--- src/rtl/output_drain_controller.sv ---
// Output-BRAM owner between layers: zero-sweeps the BRAM on request and streams a finished
// layer's results out over AXI-Stream, holding off the compute path while it owns the port.
module output_drain_controller #(
    parameter int ADDR_W = 10,
    parameter int DATA_W = 16,
    parameter int DEPTH  = 1024,
    parameter int LEN0   = 1024,
    parameter int LEN1   = 512
) (
    input  logic              clk,
    input  logic              rst,
    input  logic              clear_output_bram,
    input  logic              all_batches_complete,
    input  logic [1:0]        current_layer_id,
    output logic              bram_en,
    output logic              bram_we,
    output logic [ADDR_W-1:0] bram_addr,
    output logic [DATA_W-1:0] bram_wdata,
    input  logic [DATA_W-1:0] bram_rdata,
    output logic [DATA_W-1:0] m_axis_tdata,
    output logic              m_axis_tvalid,
    input  logic              m_axis_tready,
    output logic              m_axis_tlast,
    output logic              hold_compute,
    output logic              clear_done,
    output logic              drain_done
);

    // state | meaning
    // IDLE  | port released (unless a request is pending)
    // CLEAR | writing zeros to addr 0..DEPTH-1, one per cycle
    // DRAIN | issuing reads 0..len-1 into the skid buffer
    // FLUSH | all reads issued, waiting for the tlast handshake
    typedef enum logic [1:0] {IDLE, CLEAR, DRAIN, FLUSH} state_t;

    localparam int CW = ADDR_W + 1;

    state_t            state;
    state_t            state_nxt;
    logic              clr_prev;
    logic              drn_prev;
    logic              clear_pend;
    logic              drain_pend;
    logic [CW-1:0]     wr_cnt;
    logic [CW-1:0]     rd_cnt;
    logic [CW-1:0]     hs_cnt;
    logic [CW-1:0]     len;
    logic              rd_inflight;
    logic [DATA_W-1:0] skid [2];
    logic              skid_wp;
    logic              skid_rp;
    logic [1:0]        skid_cnt;

    logic              clr_rise;
    logic              drn_rise;
    logic              start_drain;
    logic              start_clear;
    logic              pop;
    logic              rd_issue;
    logic              last_read;
    logic              last_write;
    logic              last_hs;
    logic [2:0]        occ;

    assign clr_rise    = clear_output_bram & ~clr_prev;
    assign drn_rise    = all_batches_complete & ~drn_prev;
    assign start_drain = (state == IDLE) & drain_pend;
    assign start_clear = (state == IDLE) & ~drain_pend & clear_pend;
    assign pop         = m_axis_tvalid & m_axis_tready;
    assign last_read   = (rd_cnt == len - CW'(1));
    assign last_write  = (wr_cnt == CW'(DEPTH - 1));
    assign last_hs     = pop & m_axis_tlast;

    // A word leaving the buffer this cycle frees its slot, which keeps full-ready at 1 word/cycle.
    assign occ      = {1'b0, skid_cnt} + {2'b00, rd_inflight} - {2'b00, pop};
    assign rd_issue = (state == DRAIN) && (occ < 3'd2);

    assign m_axis_tvalid = (skid_cnt != 2'd0);
    assign m_axis_tdata  = skid[skid_rp];
    assign m_axis_tlast  = m_axis_tvalid & (hs_cnt == len - CW'(1));
    assign hold_compute  = (state != IDLE) | clear_pend | drain_pend;
    assign bram_wdata    = '0;

    always_ff @(posedge clk or posedge rst) begin
        if (rst) state <= IDLE;
        else     state <= state_nxt;
    end

    always_comb begin
        state_nxt = state;
        case (state)
            IDLE: begin
                if (drain_pend)      state_nxt = DRAIN;
                else if (clear_pend) state_nxt = CLEAR;
            end
            CLEAR:   if (last_write)            state_nxt = IDLE;
            DRAIN:   if (rd_issue && last_read) state_nxt = FLUSH;
            FLUSH:   if (last_hs)               state_nxt = IDLE;
            default: state_nxt = IDLE;
        endcase
    end

    always_comb begin
        bram_en   = 1'b0;
        bram_we   = 1'b0;
        bram_addr = '0;
        case (state)
            CLEAR: begin
                bram_en   = 1'b1;
                bram_we   = 1'b1;
                bram_addr = wr_cnt[ADDR_W-1:0];
            end
            DRAIN: begin
                if (rd_issue) begin
                    bram_en   = 1'b1;
                    bram_addr = rd_cnt[ADDR_W-1:0];
                end
            end
            default: ;
        endcase
    end

    always_ff @(posedge clk or posedge rst) begin
        if (rst) begin
            clr_prev    <= 1'b0;
            drn_prev    <= 1'b0;
            clear_pend  <= 1'b0;
            drain_pend  <= 1'b0;
            wr_cnt      <= '0;
            rd_cnt      <= '0;
            hs_cnt      <= '0;
            len         <= '0;
            rd_inflight <= 1'b0;
            skid[0]     <= '0;
            skid[1]     <= '0;
            skid_wp     <= 1'b0;
            skid_rp     <= 1'b0;
            skid_cnt    <= 2'd0;
            clear_done  <= 1'b0;
            drain_done  <= 1'b0;
        end else begin
            clr_prev   <= clear_output_bram;
            drn_prev   <= all_batches_complete;
            drain_pend <= drn_rise | (drain_pend & ~start_drain);
            clear_pend <= clr_rise | (clear_pend & ~start_clear);

            if (start_drain) begin
                len    <= (current_layer_id == 2'd1) ? CW'(LEN1) : CW'(LEN0);
                rd_cnt <= '0;
                hs_cnt <= '0;
            end else begin
                if (rd_issue) rd_cnt <= rd_cnt + CW'(1);
                if (pop)      hs_cnt <= hs_cnt + CW'(1);
            end

            if (start_clear)         wr_cnt <= '0;
            else if (state == CLEAR) wr_cnt <= wr_cnt + CW'(1);

            rd_inflight <= rd_issue;
            if (rd_inflight) begin
                skid[skid_wp] <= bram_rdata;
                skid_wp       <= ~skid_wp;
            end
            if (pop) skid_rp <= ~skid_rp;
            skid_cnt <= skid_cnt + {1'b0, rd_inflight} - {1'b0, pop};

            clear_done <= (state == CLEAR) & last_write;
            drain_done <= (state == FLUSH) & last_hs;
        end
    end

endmodule

--- config.mk ---
export PLATFORM = sky130hd
export DESIGN_NAME = output_drain_controller
export DESIGN_NICKNAME = d
export VERILOG_FILES = /design/src/rtl/output_drain_controller.sv
export SDC_FILE = /design/constraint.sdc
export NUM_CORES = 1
export LEC_CHECK = 0
export CAP_MARGIN = 15
export CORE_AREA = 2 2 91 93
export CTS_CLUSTER_SIZE = 28
export DETAILED_ROUTE_END_ITERATION = 6
export DIE_AREA = 0 0 93 95
export HOLD_SLACK_MARGIN = 0.05
export MAX_ROUTING_LAYER = met4
export PLACE_DENSITY = 0.84
export SLEW_MARGIN = 0
export SYNTH_ARGS = -nofsm -noshare
export SYNTH_HDL_FRONTEND = slang
export SYNTH_SLANG_ARGS = --single-unit
--- constraint.sdc ---
create_clock -name clk -period 4.7 [get_ports clk]
set_input_delay 0.94 -clock clk [delete_from_list [all_inputs] [get_ports clk]]
set_output_delay 0.94 -clock clk [all_outputs]
set_load 0.005 [all_outputs]
==> impl_metrics.json, run 1 <==
{
  "outcome": "completed",
  "hold_path_depth": 1,
  "p_per_area_nw_per_um2": 359,
  "grt_first_pass_wirelength_microns": 12900,
  "worstMarginPinSlew_ns": 0.919,
  "antenna_cells": 0,
  "crit_arrival_ns": 3.63,
  "yosysUniqueCellTypes": 42,
  "fin_crit_ns": 4.57,
  "fmax_mhz": 219,
  "synth_top_cell_area_share": 0.499,
  "path_clk_slew_ns": 0.09,
  "yosysMostFrequentCell": "dfrtp_1",
  "synth_edf_count": 0,
  "critical_path_required_ns": 3.76,
  "hp-class": "flop to flop",
  "synthXorXnorAreaFrac": 0.0742,
  "synth_top_family_by_area": "multiplexers",
  "grt_max_degree": 36,
  "area_growth_pct": 22.0,
  "cp_max_fo": 6,
  "h-tree-depth": 3,
  "yosysTopAreaCell": "dfrtp_1",
  "hold_viol_final": 0,
  "met1Wirelength_microns": 3400,
  "coreArea_sq_um": 7930,
  "cp_num_buf_inv": 6,
  "via_per_inst": 5.14,
  "grt_antenna_before_repair": 0,
  "async_reset_ff_frac": 1.00,
  "worstReg2RegEnd": "rd_cnt[7]",
  "whs_ns": 0.429,
  "worstSkewPairLatency_ns": 0.35,
  "gp_congestion": 0.785,
  "grt_setup_unrepaired": "false",
  "drt_iter0_markers": 90,
  "leakagePower_uw": 0.00223,
  "rr_worst_depth": 13,
  "syn_area_sq_um": 4010,
  "fillers": 650,
  "dp.cells": 518,
  "cp-start-kind": "primary input",
  "port_buffers": 55,
  "cts_tree": "yes",
  "crit_start": "m_axis_tready",
  "p_total_uw": 1760,
  "finalSetupViolCount": 0,
  "worst_clock_skew_ns": 0.0155,
  "synth_seq_cells": 80,
  "vias": 2752,
  "die_h_microns": 95,
  "hold_path_end": "clear_pend",
  "stdcell_count": 535,
  "wl_per_cell_microns": 14.3,
  "rows": 33,
  "synth_adder_area_share": 0.0362,
  "reg2reg_from": "skid_cnt[1]",
  "slew_headroom": 0.387,
  "cts_sinks": 80,
  "max_cap_violations": 0,
  "synth_ff_type": "dfrtp_1",
  "critPathTopFamily": "buffers and inverters",
  "fin_crit_sh": 0.972,
  "io_pins": 72,
  "vdd_drop_max_v": 0.000150,
  "synth.cells.most_frequent": "dfrtp_1 (80), mux2_2 (48), nand2_1 (38), nor2_1 (36), xor2_1 (21)",
  "critPathKind": "primary input to output port",
  "dp_hpwl_microns": 5430,
  "yosys.area_share.simple": 0.143,
  "first_global_vias": 2789,
  "top_layer_used": "met4",
  "start_util": 0.506,
  "cp-end-kind": "output port",
  "drive_gt1_frac": 0.195,
  "synth_mux_area_frac": 0.147,
  "wl_met3_microns": 351,
  "fin_area_sq_um": 4900,
  "cts_made_buffers": 9,
  "r2r_slack_ns": 1.74,
  "synth_compound_area_frac": 0.0443,
  "cts_root_buf": "clkbuf_8",
  "postCtsHoldBufs": 0,
  "cts_buffer_depth": 2,
  "max_stage_delay_ns": 0.52,
  "setup_tns_ns": 0,
  "slew_violations": 0,
  "ys_seq_area_frac": 0.499,
  "grt_overflow_total": 0,
  "die_area_sq_um": 8840,
  "wirelength_microns": 7660,
  "cts_setup_buffers": 0,
  "drc_errors": 0,
  "nets": 460,
  "placed_area_sq_um": 4640,
  "syn-instance-count": 364,
  "worstHoldStart": "clr_prev",
  "fp.dieW_microns": 93,
  "antenna_left": 0,
  "synthTopCellsByArea": "dfrtp_1 (50%), mux2_2 (13%), xor2_1 (4.6%)",
  "path_cells": "clkdlybuf4s50_1 -> o21ai_2 -> inv_2 -> ha_1 -> inv_1 -> ha_1 -> inv_1 -> fa_1 -> nand2_2 -> nor2_4 -> buf_4 -> nand2_1 -> a21boi_1 -> clkdlybuf4s50_1",
  "drtPass1Iterations": 4,
  "worst_path_max_delay_cell": "fa_1",
  "synth_area_per_cell_sq_um": 11.0,
  "wl_met2_microns": 3830,
  "track_usage": 0.192,
  "yosys_warnings": 0
}
how the worst max path moves through the flow:
| stage | cells after the start | slack (ns) | to |
|---|---|---|---|
| after floorplan | 12 | 0.76 | bram_addr[3] |
| after global placement | 14 | 0.11 | bram_addr[4] |
| after detailed placement | 14 | 0.05 | bram_addr[4] |
| after CTS | 14 | 0.007 | bram_addr[4] |
| after global routing | 14 | 0.008 | bram_addr[4] |
| final | 14 | 0.13 | bram_addr[4] |
registers in the layout, indices dropped and copies added (netlist names):
register     count
clear_pend       1
len              2
drn_prev         1
rd_inflight      1
state            2
clr_prev         1
skid            32
skid_rp          1
drain_done       1
skid_wp          1
wr_cnt          11
clear_done       1
drain_pend       1
rd_cnt          11
skid_cnt         2
hs_cnt          11
placed cells by master (no fill, tap or decap), types with 3 or more instances in the layout:
cell	instances
xnor2_1	13
a21boi_0	6
nand3_1	9
dlymetal6s2s_1	5
xor2_1	21
clkdlybuf4s50_1	50
dfrtp_1	80
o21ai_0	6
mux2_2	48
inv_1	11
clkbuf_8	9
nand2_1	37
and4_1	3
o21a_1	3
ha_1	10
mux2i_1	5
nand4_1	7
buf_4	8
and3_1	3
nand2b_1	5
conb_1	16
a21boi_1	3
a21oi_1	3
nor2_1	35
metal layers:
metal  vias to the layer above  track usage
met5                         -            -
met2                        53        0.316
met3                         6       0.0327
li1                       1320            -
met4                         0       0.0699
met1                      1373        0.240
worst register-to-register path: cells and delay by family, from the launching register on:
family / cells / cell delay [ns]
simple gates: 3 / 0.77
xor+xnor: 2 / 0.32
fa+ha+maj: 3 / 0.75
compound gates: 1 / 0.19
buf+inv: 4 / 0.33
flops: 1 / 0.45
logic make-up after synthesis:
family,Yosys count
xor+xnor,34
mux,53
compound gates,26
buf+inv,42
other cells,1
simple gates,117
flops,80
fa+ha+maj,11
area by class of cell:
type                            count  area [sq um]  area share
Multi-Input combinational cell    257          1860       0.380
Clock buffer                        9           124      0.0253
Inverter                           13          48.8     0.00996
Sequential cell                    80          2000       0.409
Timing Repair Buffer               65           639       0.131
Clock inverter                      6          92.6      0.0189
Tap cell                          105           131      0.0268
report_power, final:
part | leakage [uW] | switching, uW | total, uW | internal [uW]
Clock | 0.000102 | 257 | 557 | 300
Combinational | 0.00113 | 147 | 382 | 236
Sequential | 0.000997 | 78.0 | 819 | 741
per-stage QoR:
step	worst slack (ns)	util
6_report	0.131	0.618
4_1_cts	0.00721	0.612
3_3_place_gp	0.107	0.585
2_1_floorplan	0.755	-
3_5_place_dp	0.0516	0.585
5_1_grt	0.00819	0.618
timing repair:
item	CTS	global route
endpoints found under the hold margin	0	0
setup endpoints to repair	0	10
gates resized for setup	0	15
Note: power is estimated with default switching activity, not from simulation.
==> inputs of run 2 (changes only) <==
RECOVER_POWER = 50   (was unset)
==> impl_metrics.json, run 2 (synthesis gave the netlist of run 1 again) <==
{
  "outcome": "completed",
  "cts_buffer_depth": 2,
  "vdd_drop_max_v": 0.000150,
  "cts_sinks": 80,
  "cts_made_buffers": 9,
  "leakagePower_uw": 0.00222,
  "drc_errors": 0,
  "p_per_area_nw_per_um2": 359,
  "slew_headroom": 0.122,
  "cp-start-kind": "primary input",
  "die_area_sq_um": 8840,
  "critical_path_required_ns": 3.76,
  "die_h_microns": 95,
  "hp-class": "flop to flop",
  "drtPass1Iterations": 4,
  "area_growth_pct": 21.8,
  "start_util": 0.506,
  "wirelength_microns": 7610,
  "io_pins": 72,
  "worstSkewPairLatency_ns": 0.35,
  "drive_gt1_frac": 0.186,
  "gp_congestion": 0.785,
  "dp_hpwl_microns": 5430,
  "final_common_cell": "dfrtp_1",
  "worstMarginPinSlew_ns": 1.32,
  "grt_antenna_before_repair": 0,
  "fillers": 655,
  "multi_input_area_sq_um": 1860,
  "fin_crit_sh": 0.970,
  "cp_max_fo": 6,
  "grt_setup_unrepaired": "false",
  "worst_clock_skew_ns": 0.0140,
  "largest_reg_flops": 32,
  "port_buffers": 55,
  "cts_root_buf": "clkbuf_8",
  "first_global_vias": 2789,
  "track_usage": 0.192,
  "cts_tree": "yes",
  "h-tree-depth": 3,
  "crit_arrival_ns": 3.62,
  "vias": 2749,
  "drt_iter0_markers": 92,
  "fp.dieW_microns": 93,
  "grt_max_degree": 36,
  "cp-end-kind": "output port",
  "critPathKind": "primary input to output port",
  "nets": 460,
  "whs_ns": 0.430,
  "cts_setup_buffers": 0,
  "rows": 33,
  "regMostFlops": "skid",
  "finalSetupViolCount": 0,
  "grt_first_pass_wirelength_microns": 12900,
  "final_cell_mix": "dfrtp_1 (80), mux2_2 (48), clkdlybuf4s50_1 (47)",
  "wl_per_cell_microns": 14.2,
  "max_cap_violations": 0,
  "regArea_sq_um": 2000,
  "fmax_mhz": 219,
  "setup_tns_ns": 0,
  "fin_crit_ns": 4.56,
  "antenna_cells": 0,
  "grt_overflow_total": 0,
  "via_per_inst": 5.14,
  "slew_violations": 0,
  "antenna_left": 0,
  "path_clk_slew_ns": 0.09,
  "hold_viol_final": 0,
  "coreArea_sq_um": 7930,
  "postCtsHoldBufs": 0
}
## run 2: cell count changes in the layout (fill, tap and decap cells not counted), moves of 2 or more
cell / change
buf_4: -2
clkdlybuf4s50_1: -3
clkbuf_1: +3
dlygate4sd3_1: +3
## run 2: path summary, 6_finish.rpt
check,from,end,slack [ns],depth (start not counted)
max reg2reg,skid_cnt[1],rd_cnt[7],1.72,13
max in group asynchronous,rst,rd_cnt[4],1.69,3
min,clr_prev,clear_pend,0.43,1
max,m_axis_tready,bram_addr[4],0.14,14
min in group asynchronous,rst,drn_prev,1.38,2
min reg2reg,clr_prev,clear_pend,0.43,1
## run 2: critical path, stage by stage
cell and delay, ns:
clkdlybuf4s50_1 0.47, o21ai_2 0.06, inv_2 0.06, ha_1 0.21
inv_1 0.05, ha_1 0.13, inv_1 0.05, fa_1 0.52
nand2_2 0.10, nor2_4 0.13, buf_4 0.16, nand2_1 0.05
a21boi_1 0.15, clkdlybuf4s50_1 0.52
## run 2: through the flow
stage          worst slack [ns]  total power, uW  cells  utilization  instance area [sq um]
3_3_place_gp              0.107             1190    518        0.585                   4640
5_1_grt                 0.00998             1850    535        0.617                   4890
3_5_place_dp             0.0516             1200    518        0.585                   4640
6_report                  0.139             1750    535        0.617                   4890
2_1_floorplan             0.755             1020    379            -                   4070
4_1_cts                 0.00721             1760    533        0.612                   4850
## run 2: metal layers
metal	wire (microns)	part of all wire	vias up	track usage
li1	-	-	1318	-
met1	3340	0.44	1368	0.240
met2	3810	0.50	56	0.316
met3	391	0.051	7	0.0327
met4	70	0.0092	0	0.0699
met5	0	0	-	-
## run 2: layout make-up
type / instances / area share
sequential: 80 / 0.410
clock inverter: 6 / 0.0189
timing repair buffer: 65 / 0.129
inverter: 13 / 0.00998
clock buffer: 9 / 0.0253
tap: 105 / 0.0269
multi-input combinational: 257 / 0.380
## run 2: power by group
part           internal (uW)  total [uW]  switching [uW]
combinational            232         379             146
sequential               741         819            77.5
clock                    300         557             257
total                   1270        1750             480
## run 2: what timing repair did
item | CTS | global route
hold endpoints to repair | 0 | 0
resized for setup | 0 | 15
setup endpoints to repair | 0 | 10
==> inputs of run 3 (changes only) <==
CELL_PAD_IN_SITES_DETAIL_PLACEMENT = 0   (was unset)
CELL_PAD_IN_SITES_GLOBAL_PLACEMENT = 1   (was unset)
CORE_AREA = 2 2 102 104   (was 2 2 91 93)
DIE_AREA = 0 0 104 106   (was 0 0 93 95)
PLACE_DENSITY = 0.85   (was 0.84)
==> impl_metrics.json, run 3 (synthesis gave the netlist of run 1 again) <==
{
  "outcome": "completed",
  "antenna_left": 0,
  "wl_per_cell_microns": 14.0,
  "crit_start": "m_axis_tready",
  "cts_buffer_depth": 2,
  "dp.cells": 549,
  "critPathKind": "primary input to output port",
  "whs_ns": 0.422,
  "rows": 37,
  "first_global_vias": 2831,
  "die_area_sq_um": 11000,
  "reg2reg_from": "skid_cnt[1]",
  "worstMarginPinSlew_ns": 1.33,
  "grt_antenna_before_repair": 0,
  "port_buffers": 55,
  "gp_congestion": 0.790,
  "path_cells": "clkdlybuf4s50_1 -> o21ai_1 -> inv_2 -> ha_1 -> inv_1 -> ha_1 -> inv_1 -> fa_1 -> nand2_1 -> nor2_4 -> buf_6 -> nand2_1 -> a21boi_0 -> clkdlybuf4s50_1",
  "vias": 2703,
  "coreArea_sq_um": 10000,
  "cp_max_fo": 7,
  "fillers": 941,
  "slew_violations": 0,
  "drc_errors": 0,
  "final_cell_mix": "dfrtp_1 (80), mux2_2 (48), clkdlybuf4s50_1 (46)",
  "largest_reg_flops": 32,
  "cts_root_buf": "clkbuf_8",
  "stdcell_count": 568,
  "via_per_inst": 4.76,
  "cp-start-kind": "primary input",
  "r2r_slack_ns": 1.71,
  "finalSetupViolCount": 0,
  "path_depth": 14,
  "cts_sinks": 80,
  "start_util": 0.401,
  "fin_crit_sh": 0.973,
  "cp-endpoint": "bram_addr[2]",
  "postCtsHoldBufs": 0,
  "worst_path_max_delay_cell": "clkdlybuf4s50_1",
  "track_usage": 0.156,
  "grt_setup_unrepaired": "true",
  "hold_viol_final": 0,
  "grt_overflow_total": 0,
  "io_pins": 72,
  "fin_crit_ns": 4.58,
  "dp_hpwl_microns": 5650,
  "max_stage_delay_ns": 0.53,
  "crit_arrival_ns": 3.64,
  "die_h_microns": 106,
  "drive_gt1_frac": 0.190,
  "worstReg2RegEnd": "rd_cnt[7]",
  "h-tree-depth": 3,
  "critPathTopFamily": "buffers and inverters",
  "rr_worst_depth": 13,
  "fp.dieW_microns": 104,
  "slew_headroom": 0.115,
  "drt_iter0_markers": 104,
  "antenna_cells": 0,
  "critical_path_required_ns": 3.76,
  "worst_clock_skew_ns": 0.0108,
  "drtPass1Iterations": 4,
  "worstSkewPairLatency_ns": 0.35,
  "max_cap_violations": 0,
  "cts_made_buffers": 9,
  "fmax_mhz": 219,
  "area_growth_pct": 23.3,
  "regMostFlops": "skid",
  "p_total_uw": 1760,
  "hp-class": "flop to flop",
  "nets": 461,
  "cts_tree": "yes",
  "cp_num_buf_inv": 6,
  "path_clk_slew_ns": 0.07,
  "wirelength_microns": 7950,
  "p_per_area_nw_per_um2": 356,
  "final_common_cell": "dfrtp_1",
  "grt_first_pass_wirelength_microns": 13500,
  "leakagePower_uw": 0.00222,
  "vdd_drop_max_v": 0.000194,
  "grt_max_degree": 50,
  "cp-end-kind": "output port"
}
## run 3: cell types whose count changed in the layout (fill, tap and decap cells not counted), moves of 2 or more
cell | before | now
clkbuf_1 | 3 | 1
a21boi_0 | 6 | 4
a21boi_1 | 3 | 5
buf_4 | 6 | 8
dlygate4sd3_1 | 3 | 5
## run 3: layout make-up
class	instances	area [sq um]	share of cell area
Clock buffer	10	138	0.0278
Clock inverter	6	91.3	0.0185
Inverter	13	48.8	0.00986
Multi-Input combinational cell	257	1850	0.374
Sequential cell	80	2000	0.404
Tap cell	136	170	0.0344
Timing Repair Buffer	66	647	0.131
## run 3: stage by stage
stage	util	TNS [ns]	setup slack [ns]	area, sq um
after floorplan	-	0	0.755	4070
after global placement	0.467	0	0.0875	4670
after detailed placement	0.468	0	0.0268	4680
after CTS	0.491	0	0.0114	4910
after global routing	0.495	-0.0397	-0.0281	4950
final	0.495	0	0.125	4950
## run 3: timing repair
| action | CTS | global route |
|---|---|---|
| buffers inserted | 0 | 2 |
| resized for setup | 0 | 15 |
| endpoints found under the setup margin | 0 | 10 |
## run 3: worst min path at each step
| stage | from | to | slack (ns) | cells after the start |
|---|---|---|---|---|
| 6_report | clr_prev | clear_pend | 0.42 | 1 |
| 3_5_place_dp | clr_prev | clear_pend | 0.41 | 1 |
| 5_1_grt | clr_prev | clear_pend | 0.46 | 1 |
| 4_1_cts | clr_prev | clear_pend | 0.42 | 1 |
| 3_3_place_gp | clr_prev | clear_pend | 0.42 | 1 |
| 2_1_floorplan | clr_prev | clear_pend | 0.40 | 1 |
## run 3: metal layers
metal  up-vias  track usage  part of all wire
li1       1308            -                 -
met3         8       0.0386             0.043
met2        61        0.259              0.50
met5         -            -                 0
met1      1326        0.191              0.44
met4         0       0.0434            0.0092
## run 3: power breakdown
part           total [uW]  internal, uW  switching [uW]
clock                 571           315             256
sequential            814           741            72.6
combinational         375           232             143
total                1760          1290             472
